===== src/rtl/game_round_ctrl_pkg.sv =====
// Shared types and widths for the mental-math round sequencer.
package game_pkg;

  localparam int SUM_W = 5;
  localparam int CNT_W = 4;

  typedef enum logic [2:0] {
    IDLE,
    RELOAD,
    ARM,
    GEN,
    CHECK,
    DONE
  } game_state_t;

  function automatic logic [CNT_W-1:0] sat_add(input logic [CNT_W-1:0] a,
                                              input logic [CNT_W-1:0] b);
    logic [CNT_W:0] s;
    s = {1'b0, a} + {1'b0, b};
    return s[CNT_W] ? {CNT_W{1'b1}} : s[CNT_W-1:0];
  endfunction

endpackage


===== src/rtl/game_round_ctrl_if.sv =====
// Player/datapath bundle: master drives the game inputs, slave is the round controller.
interface game_round_ctrl_if;
  import game_pkg::*;

  logic             logged_in;
  logic             p1_load;
  logic [CNT_W-1:0] p1_value;
  logic [CNT_W-1:0] rng_value;
  logic             timer_done;

  logic             load_p1;
  logic             rng_gen;
  logic             timer_reconfig;
  logic             timer_enable;
  logic [CNT_W-1:0] round;
  logic [CNT_W-1:0] score;
  logic             match;
  logic             miss;
  logic             game_over;
  logic [CNT_W-1:0] streak;

  modport master (
    output logged_in, p1_load, p1_value, rng_value, timer_done,
    input  load_p1, rng_gen, timer_reconfig, timer_enable,
    input  round, score, match, miss, game_over, streak
  );

  modport slave (
    input  logged_in, p1_load, p1_value, rng_value, timer_done,
    output load_p1, rng_gen, timer_reconfig, timer_enable,
    output round, score, match, miss, game_over, streak
  );

endinterface


===== src/rtl/game_round_ctrl_score_counter.sv =====
// Round/score/streak counters; all registered, cleared by reset or i_clr.
// GAME_STREAK_EN: streak tracking and the +2 bonus for matches on a streak of 2 or more.
module game_score_counter
  import game_pkg::*;
(
  input  logic             clk,
  input  logic             rst,
  input  logic             i_clr,
  input  logic             i_round_inc,
  input  logic             i_score_inc,
  input  logic             i_streak_clr,
  output logic [CNT_W-1:0] o_round,
  output logic [CNT_W-1:0] o_score,
  output logic [CNT_W-1:0] o_streak
);

  logic [CNT_W-1:0] r_round;
  logic [CNT_W-1:0] r_score;
  logic [CNT_W-1:0] w_step;

`ifdef GAME_STREAK_EN
  logic [CNT_W-1:0] r_streak;

  assign w_step = (r_streak >= CNT_W'(2)) ? CNT_W'(2) : CNT_W'(1);

  always_ff @(posedge clk) begin
    if (!rst || i_clr) begin
      r_streak <= '0;
    end else if (i_score_inc) begin
      r_streak <= sat_add(r_streak, CNT_W'(1));
    end else if (i_streak_clr) begin
      r_streak <= '0;
    end
  end

  assign o_streak = r_streak;
`else
  logic w_unused_streak_clr;

  assign w_step              = CNT_W'(1);
  assign w_unused_streak_clr = i_streak_clr;
  assign o_streak            = '0;
`endif

  always_ff @(posedge clk) begin
    if (!rst || i_clr) begin
      r_round <= '0;
      r_score <= '0;
    end else begin
      if (i_round_inc) begin
        r_round <= r_round + CNT_W'(1);
      end
      if (i_score_inc) begin
        r_score <= sat_add(r_score, w_step);
      end
    end
  end

  assign o_round = r_round;
  assign o_score = r_score;

endmodule


===== src/rtl/game_round_ctrl.sv =====
// Multi-round game sequencer: arms the digit timer, strobes load/RNG on commit, scores sum vs TARGET.
// Outputs all registered; commit result visible 3 cycles after p1_load. GAME_STREAK_EN enables streak bonus.
module game_round_ctrl
  import game_pkg::*;
#(
  parameter int ROUNDS = 5,
  parameter int TARGET = 15
) (
  input  logic              clk,
  input  logic              rst,
  game_round_ctrl_if.slave  bus
);

  localparam logic [CNT_W-1:0] LAST_ROUND = CNT_W'(ROUNDS);
  localparam logic [SUM_W-1:0] TARGET_SUM = SUM_W'(TARGET);

  game_state_t      r_state;
  logic [CNT_W-1:0] r_p1;
  logic             r_load_p1;
  logic             r_rng_gen;
  logic             r_timer_reconfig;
  logic             r_timer_enable;
  logic             r_match;
  logic             r_miss;
  logic             r_game_over;

  logic [SUM_W-1:0] w_sum;
  logic             w_hit;
  logic             w_timeout;
  logic             w_advance;
  logic             w_last;
  logic             w_clr;
  logic             w_round_inc;
  logic             w_score_inc;
  logic             w_streak_clr;
  logic [CNT_W-1:0] w_round;
  logic [CNT_W-1:0] w_score;
  logic [CNT_W-1:0] w_streak;

  assign w_sum        = {1'b0, r_p1} + {1'b0, bus.rng_value};
  assign w_hit        = (w_sum == TARGET_SUM);
  // A commit in the same cycle as timer expiry wins over the timeout.
  assign w_timeout    = (r_state == ARM) && !bus.p1_load && bus.timer_done;
  assign w_advance    = w_timeout || (r_state == CHECK);
  assign w_last       = (w_round == LAST_ROUND);
  assign w_clr        = !bus.logged_in;
  assign w_round_inc  = bus.logged_in && ((r_state == IDLE) || (w_advance && !w_last));
  assign w_score_inc  = bus.logged_in && (r_state == CHECK) && w_hit;
  assign w_streak_clr = bus.logged_in && w_advance && !w_score_inc;

  game_score_counter u_cnt (
    .clk          (clk),
    .rst          (rst),
    .i_clr        (w_clr),
    .i_round_inc  (w_round_inc),
    .i_score_inc  (w_score_inc),
    .i_streak_clr (w_streak_clr),
    .o_round      (w_round),
    .o_score      (w_score),
    .o_streak     (w_streak)
  );

  always_ff @(posedge clk) begin
    if (!rst || !bus.logged_in) begin
      r_state          <= IDLE;
      r_p1             <= '0;
      r_load_p1        <= 1'b0;
      r_rng_gen        <= 1'b0;
      r_timer_reconfig <= 1'b0;
      r_timer_enable   <= 1'b0;
      r_match          <= 1'b0;
      r_miss           <= 1'b0;
      r_game_over      <= 1'b0;
    end else begin
      r_load_p1        <= 1'b0;
      r_rng_gen        <= 1'b0;
      r_timer_reconfig <= 1'b0;
      case (r_state)
        IDLE: begin
          r_state          <= RELOAD;
          r_timer_reconfig <= 1'b1;
        end
        RELOAD: begin
          r_state        <= ARM;
          r_timer_enable <= 1'b1;
        end
        ARM: begin
          if (bus.p1_load) begin
            r_p1           <= bus.p1_value;
            r_load_p1      <= 1'b1;
            r_rng_gen      <= 1'b1;
            r_timer_enable <= 1'b0;
            r_state        <= GEN;
          end else if (bus.timer_done) begin
            r_match <= 1'b0;
            r_miss  <= 1'b1;
          end
        end
        GEN:   r_state <= CHECK;
        CHECK: begin
          r_match <= w_hit;
          r_miss  <= !w_hit;
        end
        DONE:    r_state <= DONE;
        default: r_state <= IDLE;
      endcase
      if (w_advance) begin
        r_timer_enable <= 1'b0;
        if (w_last) begin
          r_state     <= DONE;
          r_game_over <= 1'b1;
        end else begin
          r_state          <= RELOAD;
          r_timer_reconfig <= 1'b1;
        end
      end
    end
  end

  assign bus.load_p1        = r_load_p1;
  assign bus.rng_gen        = r_rng_gen;
  assign bus.timer_reconfig = r_timer_reconfig;
  assign bus.timer_enable   = r_timer_enable;
  assign bus.round          = w_round;
  assign bus.score          = w_score;
  assign bus.streak         = w_streak;
  assign bus.match          = r_match;
  assign bus.miss           = r_miss;
  assign bus.game_over      = r_game_over;

endmodule

===== src/flat_wrapper.sv =====
// flat-port wrapper written by rule: the top's interface ports become plain ports
module game_round_ctrl_flat import game_pkg::*;
#(
  parameter int ROUNDS = 5,
  parameter int TARGET = 15
)
  (clk, rst, bus_logged_in, bus_p1_load, bus_p1_value, bus_rng_value, bus_timer_done, bus_load_p1, bus_rng_gen, bus_timer_reconfig, bus_timer_enable, bus_round, bus_score, bus_match, bus_miss, bus_game_over, bus_streak);
  game_round_ctrl_if bus_i ();
  input  logic clk;
  input  logic rst;
  input wire logic [$bits(bus_i.logged_in)-1:0] bus_logged_in;
  input wire logic [$bits(bus_i.p1_load)-1:0] bus_p1_load;
  input wire logic [$bits(bus_i.p1_value)-1:0] bus_p1_value;
  input wire logic [$bits(bus_i.rng_value)-1:0] bus_rng_value;
  input wire logic [$bits(bus_i.timer_done)-1:0] bus_timer_done;
  output wire logic [$bits(bus_i.load_p1)-1:0] bus_load_p1;
  output wire logic [$bits(bus_i.rng_gen)-1:0] bus_rng_gen;
  output wire logic [$bits(bus_i.timer_reconfig)-1:0] bus_timer_reconfig;
  output wire logic [$bits(bus_i.timer_enable)-1:0] bus_timer_enable;
  output wire logic [$bits(bus_i.round)-1:0] bus_round;
  output wire logic [$bits(bus_i.score)-1:0] bus_score;
  output wire logic [$bits(bus_i.match)-1:0] bus_match;
  output wire logic [$bits(bus_i.miss)-1:0] bus_miss;
  output wire logic [$bits(bus_i.game_over)-1:0] bus_game_over;
  output wire logic [$bits(bus_i.streak)-1:0] bus_streak;
  assign bus_i.logged_in = bus_logged_in;
  assign bus_i.p1_load = bus_p1_load;
  assign bus_i.p1_value = bus_p1_value;
  assign bus_i.rng_value = bus_rng_value;
  assign bus_i.timer_done = bus_timer_done;
  assign bus_load_p1 = bus_i.load_p1;
  assign bus_rng_gen = bus_i.rng_gen;
  assign bus_timer_reconfig = bus_i.timer_reconfig;
  assign bus_timer_enable = bus_i.timer_enable;
  assign bus_round = bus_i.round;
  assign bus_score = bus_i.score;
  assign bus_match = bus_i.match;
  assign bus_miss = bus_i.miss;
  assign bus_game_over = bus_i.game_over;
  assign bus_streak = bus_i.streak;
  game_round_ctrl #(.ROUNDS(ROUNDS), .TARGET(TARGET)) u_core (.clk(clk), .rst(rst), .bus(bus_i));
endmodule

===== config.mk =====
export PLATFORM = sky130hd
export DESIGN_NAME = game_round_ctrl_flat
export DESIGN_NICKNAME = d
export VERILOG_FILES = /design/src/rtl/game_round_ctrl_pkg.sv /design/src/rtl/game_round_ctrl_if.sv /design/src/rtl/game_round_ctrl_score_counter.sv /design/src/rtl/game_round_ctrl.sv /design/src/flat_wrapper.sv
export SDC_FILE = /design/constraint.sdc
export NUM_CORES = 1
export LEC_CHECK = 0
export CAP_MARGIN = 20
export CORE_AREA = 2 2 48 94
export CTS_CLUSTER_SIZE = 10
export DETAILED_ROUTE_END_ITERATION = 10
export DIE_AREA = 0 0 50 96
export PLACE_DENSITY_LB_ADDON = 0.1
export RECOVER_POWER = 50
export SLEW_MARGIN = 20
export SYNTH_ARGS = -nofsm -noshare
export SYNTH_HDL_FRONTEND = slang
export SYNTH_SLANG_ARGS = --single-unit

===== constraint.sdc =====
create_clock -name clk -period 2.3 [get_ports clk]
set_input_delay 0.46 -clock clk [delete_from_list [all_inputs] [get_ports clk]]
set_output_delay 0.46 -clock clk [all_outputs]
set_load 0.01 [all_outputs]

# --- Word-level counts from Yosys, hierarchy flattened ---
# Index checks and enable logic that the tools add are counted.
word_totals:
  wordCells: 67
  input_bits: 13
  reg_bits: 21
classes:
  muxes: 17
  bitwise: 1
  reduce_logical: 24
  n_eq_ne: 12
  add_sub_neg: 3
op_table:
  columns: ["op", "count"]
  rows:
  - ["case mux 3 bit (6 select lines)", 1]
  - ["two-way mux 1 bit", 9]
  - ["two-way mux 3 bit", 3]
  - ["AND reduction 2 bit", 4]
  - ["equality test 3 x 2 -> 1 bit (second input constant)", 2]
  - ["equality test 3 bit (second input constant)", 2]
  - ["logical AND 1 bit", 6]
  - ["inequality test 2 bit (second input constant)", 3]
  - ["case mux 1 bit (2 select lines)", 3]
  - ["adder 4 x 1 -> 5 bit (second input constant)", 1]
  - ["adder 4 x 4 -> 5 bit", 1]
  - ["equality test 5 x 4 -> 1 bit (second input constant)", 1]
  - ["zero test 1 bit", 5]
  - ["adder 4 x 1 -> 4 bit (second input constant)", 1]
  - ["equality test 4 x 3 -> 1 bit (second input constant)", 1]
  - ["two-way mux 4 bit", 1]
  - ["nonzero test 2 bit", 2]
  - ["OR reduction 2 bit", 2]
  - ["equality test 3 x 1 -> 1 bit (second input constant)", 1]
  - ["zero test 3 bit", 1]
  - ["logical OR 1 bit", 3]
  - ["inequality test 3 x 2 -> 1 bit (second input constant)", 1]
  - ["AND reduction 3 bit", 1]
  - ["inequality test 2 x 1 -> 1 bit (second input constant)", 1]
  - ["inverter 1 bit", 1]

# --- Depth between registers and ports, before layout ---
depth:
  ltp_word: 7
  depth_mapped: 7
  ltp_nobuf: 7

# --- By module ---
# Synthesis repeated with hierarchy kept, for this count alone.
hier_totals:
  cells_unflattened: 120
  area_unflattened_um2: 1088.5
modules_own_cells:
  columns: ["mod", "cells_each", "instances", "area_each_um2", "seq_area_each_um2"]
  rows:
  - ["game_round_ctrl", 80, 1, 714.4, 260.2]
  - ["game_score_counter", 40, 1, 374.1, 160.2]

# --- Least setup slack after synthesis ---
# OpenSTA, ideal clock, no wires.
synth_timing:
  path_kind: "input -> register"
  from: "input bus_rng_value[0]"
  to: "register u_core.u_cnt.r_score[2] (netlist: u_core.u_cnt.o_score[2])"
  stages: 7
  path_slack_ns: 0.210
  setup_ns: 0.130
  required_time_ns: 2.170
  path_buffers: 0
  arrival_time_ns: 1.961
  cell_sequence: "ha_1 inv_1 fa_1 nor4_2 nand4_1 a2111oi_0 o22ai_1"
synth_between:
  elab_chain_len: 3
synth_rtl:
  columns: ["item", "line", "rtl"]
  rows:
  - ["start: declaration", "flat_wrapper.sv:14", "input wire logic [$bits(bus_i.rng_value)-1:0] bus_rng_value;"]
  - ["adder 4 x 4 -> 5 bit", "game_round_ctrl.sv:40", "assign w_sum = {1'b0, r_p1} + {1'b0, bus.rng_value};"]
  - ["equality test 5 x 4 -> 1 bit", "game_round_ctrl.sv:41", "assign w_hit = (w_sum == TARGET_SUM);"]
  - ["logical AND 1 bit", "game_round_ctrl.sv:48", "assign w_score_inc = bus.logged_in && (r_state == CHECK) && w_hit;"]
  - ["end signal: assignment", "game_round_ctrl_score_counter.sv:54", "r_score <= sat_add(r_score, w_step);"]
  - ["end: declaration", "game_round_ctrl_score_counter.sv:18", "logic [CNT_W-1:0] r_score;"]
# Every way passes these cells.
# A chain may end at the register's enable or synchronous reset.

# --- Worst setup path in the final report ---
layout_timing:
  from: "register u_core.r_p1[0]"
  to: "register u_core.u_cnt.r_score[2] (netlist: u_core.u_cnt.o_score[2])"
layout_between:
  elab_chain_len: 3
layout_rtl:
  columns: ["item", "line", "rtl"]
  rows:
  - ["start: declaration", "game_round_ctrl.sv:18", "logic [CNT_W-1:0] r_p1;"]
  - ["start signal: assignment", "game_round_ctrl.sv:89", "r_p1 <= bus.p1_value;"]
  - ["adder 4 x 4 -> 5 bit", "game_round_ctrl.sv:40", null]
  - ["equality test 5 x 4 -> 1 bit", "game_round_ctrl.sv:41", null]
  - ["logical AND 1 bit", "game_round_ctrl.sv:48", null]
# Every way passes these cells.

==> results.tsv <==
stage	metric	value	unit
run_status	status	finished, final reports clean	
sta	worst clock skew	7.61	ps
drt	Initial DRC Count	6	
critical_path	crit path from	u_core.r_p1[0]	
die	Initial Util	0.285	
grt	first-pass GRT wire length	4330	um
logic_synthesis	Synth cell types	45	
sta	f_max	477	MHz
logic_synthesis	Synth Cell Area	0.00116	sq mm
sta	final worst slack	204	ps
logic_synthesis	Syn Area/Cell	9.09	sq um
power	Pleak	0.612	nW
grt	largest net degree at the start of global routing	13	
final_layout	layout cells sized above 1	0.0892	
final_layout	Seq. cell area	420	sq um
logic_synthesis	post-synth top area cell	dfxtp_1	
final_layout	Antenna diodes	0	
die	Core Region	0.00409	sq mm
placement	Post-Place Setup Slack	-412	ps
power	Pwr per Cell Area	461	mW/mm^2
logic_synthesis	count leader, synth	dfxtp_1	
final_layout	area delta synth->final	31.0	%
sta	RSZ-0062 raised after global routing	no	
logic_synthesis	#FFs+latches synth	21	
critical_path	Required @ worst endpoint	2450	ps
die	I/O pin count	32	
logic_synthesis	register area share after synthesis	0.361	
drt	vias per std cell	4.77	
placement	IO buf count	27	
cts	later-pin clock latency in the skew report	260	ps
placement	gp weighted congestion	0.686	
final_layout	footprint of the multi-input gates	661	sq um
grt	grt ovf	0	
critical_path	critical path arrival	2240	ps
logic_synthesis	top cell type's share of synthesized area	0.361	
cts	CTS tree	yes	
grt	GR peak layer	met2	
logic_synthesis	synth top area cells	dfxtp_1 (36%), ha_1 (7.5%), mux2i_1 (6.0%)	
power	Peak VDD IR	0.000238	V
critical_path	Critical Path Source Type	flop	
drt	First-pass DRT Iterations	2	
drt	Post-DRT Antenna Nets	0	
grt	M1 GR Usage	0.124	
logic_synthesis	Post-synth ARST share	0	
grt	vias in the first global route	974	
cts	Root Driver	clkbuf_8	
min_path	Hold/Removal Path Class	reg -> reg	
die	DIE AREA	0.00480	sq mm
drt	Post-Route WL	2610	um
grt	Total Routing Usage GR	0.118	
logic_synthesis	Post-Synthesis Cells	128	
sta	final setup fails	0	
cts	CTS max path bufs	2	
placement	DP HPWL	2070	um
sta	Hold Fails Final Rpt	0	
grt	initial antenna violation count	0	
grt	met3 GRT Util	0.0109	
sta	setup TNS	0	ps
final_layout	fin nets	179	
critical_path	crit path kind	reg -> reg	
sta	final worst path period share	0.912	
cts	Clock Pin Slew Worst Setup and Hold Paths	80	ps
die	row cnt	33	
drt	DRC	0	
critical_path	Crit. End Element	flop	
logic_synthesis	main flop type after synthesis	dfxtp_1	
drt	Via Count	997	
critical_path	CP max FO	2	
final_layout	post-route cell area	0.00152	sq mm
logic_synthesis	total number of yosys warnings	0	
drt	WL/cell	12.5	um
die	Die H	96	um
cts	H-tree levels	1	
sta	post-layout min period	2100	ps
sta	slew margin rel.	0.647	
die	die width	50	um
sta	Slew Limit Fails	0	
logic_synthesis	EDFF count, synth	0	
min_path	Hold Path Origin	u_core.bus.game_over	
placement	Placed Area	0.00148	sq mm
sta	worst-margin pin slew	530	ps
cts	CTS sink count	21	
critical_path	Critical R2R Launch	u_core.r_p1[0]	
logic_synthesis	Commonest cells post-synth	dfxtp_1 (21), nor2_1 (8)	
cts	cts bufs inserted	3	
job	# Max-Cap Violations	0	
final_layout	# fillers	448	
grt	met2 Use GR	0.226	
## state kept, by name (all words and copies together) (netlist names)
name                       cells
u_core.r_state                 3
u_core.bus.match               1
u_core.bus.timer_enable        1
u_core.r_p1                    4
u_core.bus.miss                1
u_core.u_cnt.o_round           4
u_core.bus.timer_reconfig      1
u_core.bus.rng_gen             1
u_core.bus.game_over           1
u_core.u_cnt.o_score           4
## through the flow
stage	std cells	util	hold slack (ps)	power (mW)
after floorplan	131	-	465	0.435
after global placement	204	0.361	466	0.470
after detailed placement	204	0.361	468	0.471
after CTS	208	0.375	490	0.718
after global routing	209	0.373	527	0.737
final	209	0.373	474	0.702
## layer usage
metal | wire [um] | vias to the layer above
met1 | 1020 | 474
met4 | 28 | 0
met2 | 1500 | 13
li1 | - | 508
met5 | 0 | -
met3 | 61 | 2
## cell families (layout without fill, tap and decap cells)
kind of cell | Yosys count | in the layout | share of synthesized area
AND/OR/NAND/NOR | 43 | 43 | 0.218
AO/OA/AOI/OAI | 28 | 28 | 0.163
flip-flops | 21 | 21 | 0.361
buffers and inverters | 17 | 43 | 0.0785
adder cells (fa/ha/maj) | 8 | 8 | 0.0925
multiplexers | 7 | 7 | 0.0602
XOR/XNOR | 3 | 3 | 0.0226
other | 1 | 4 | 0.00322
## layout make-up
cell class                      instances  area share
Timing Repair Buffer                   32       0.200
Clock inverter                          1     0.00328
Tap cell                               52      0.0427
Sequential cell                        21       0.276
Clock buffer                            3      0.0271
Inverter                                7      0.0172
Multi-Input combinational cell         93       0.433
## critical path: stages, from the launching register on
cell and delay [ps]:
dfxtp_1 350, ha_2 190, inv_2 40, fa_1 450
nor4_2 270, nand4_1 190, a2111oi_2 360, o22ai_1 130
## cell usage in the layout (no fill, tap or decap), drive strengths merged, types with 2 or more instances in the layout
cell,n
dfxtp,21
clkdlybuf4s50,17
nor2,9
dlygate4sd3,8
nand2,7
a21oi,7
mux2i,7
inv,7
ha,7
nor3,5
nand3,5
o21ai,5
clkbuf,5
a211oi,4
conb,4
nand2b,3
buf,3
nor4,3
xnor2,2
nand4,2
nand3b,2
and3,2
dlymetal6s2s,2
## power breakdown
part,switching [mW],internal (mW),leakage (nW),total (mW)
clock,0.123,0.121,0.0255,0.244
sequential,0.00988,0.370,0.170,0.379
combinational,0.0362,0.0423,0.417,0.0786
## path summary, 6_finish.rpt
kind,end,cells past startpoint,slack [ps]
min reg2reg,u_core.bus.game_over,2,470
min,u_core.bus.game_over,2,470
max reg2reg,u_core.u_cnt.o_score[2],7,200
max,u_core.u_cnt.o_score[2],7,200
## timing repair
action / in CTS / in global routing
hold buffers: 0 / 0
gates resized for setup: 3 / 4
setup buffers: 0 / 1
endpoints found under the setup margin: 5 / 6
pin swaps: 3 / 6
(Power assumes the default switching activity.)
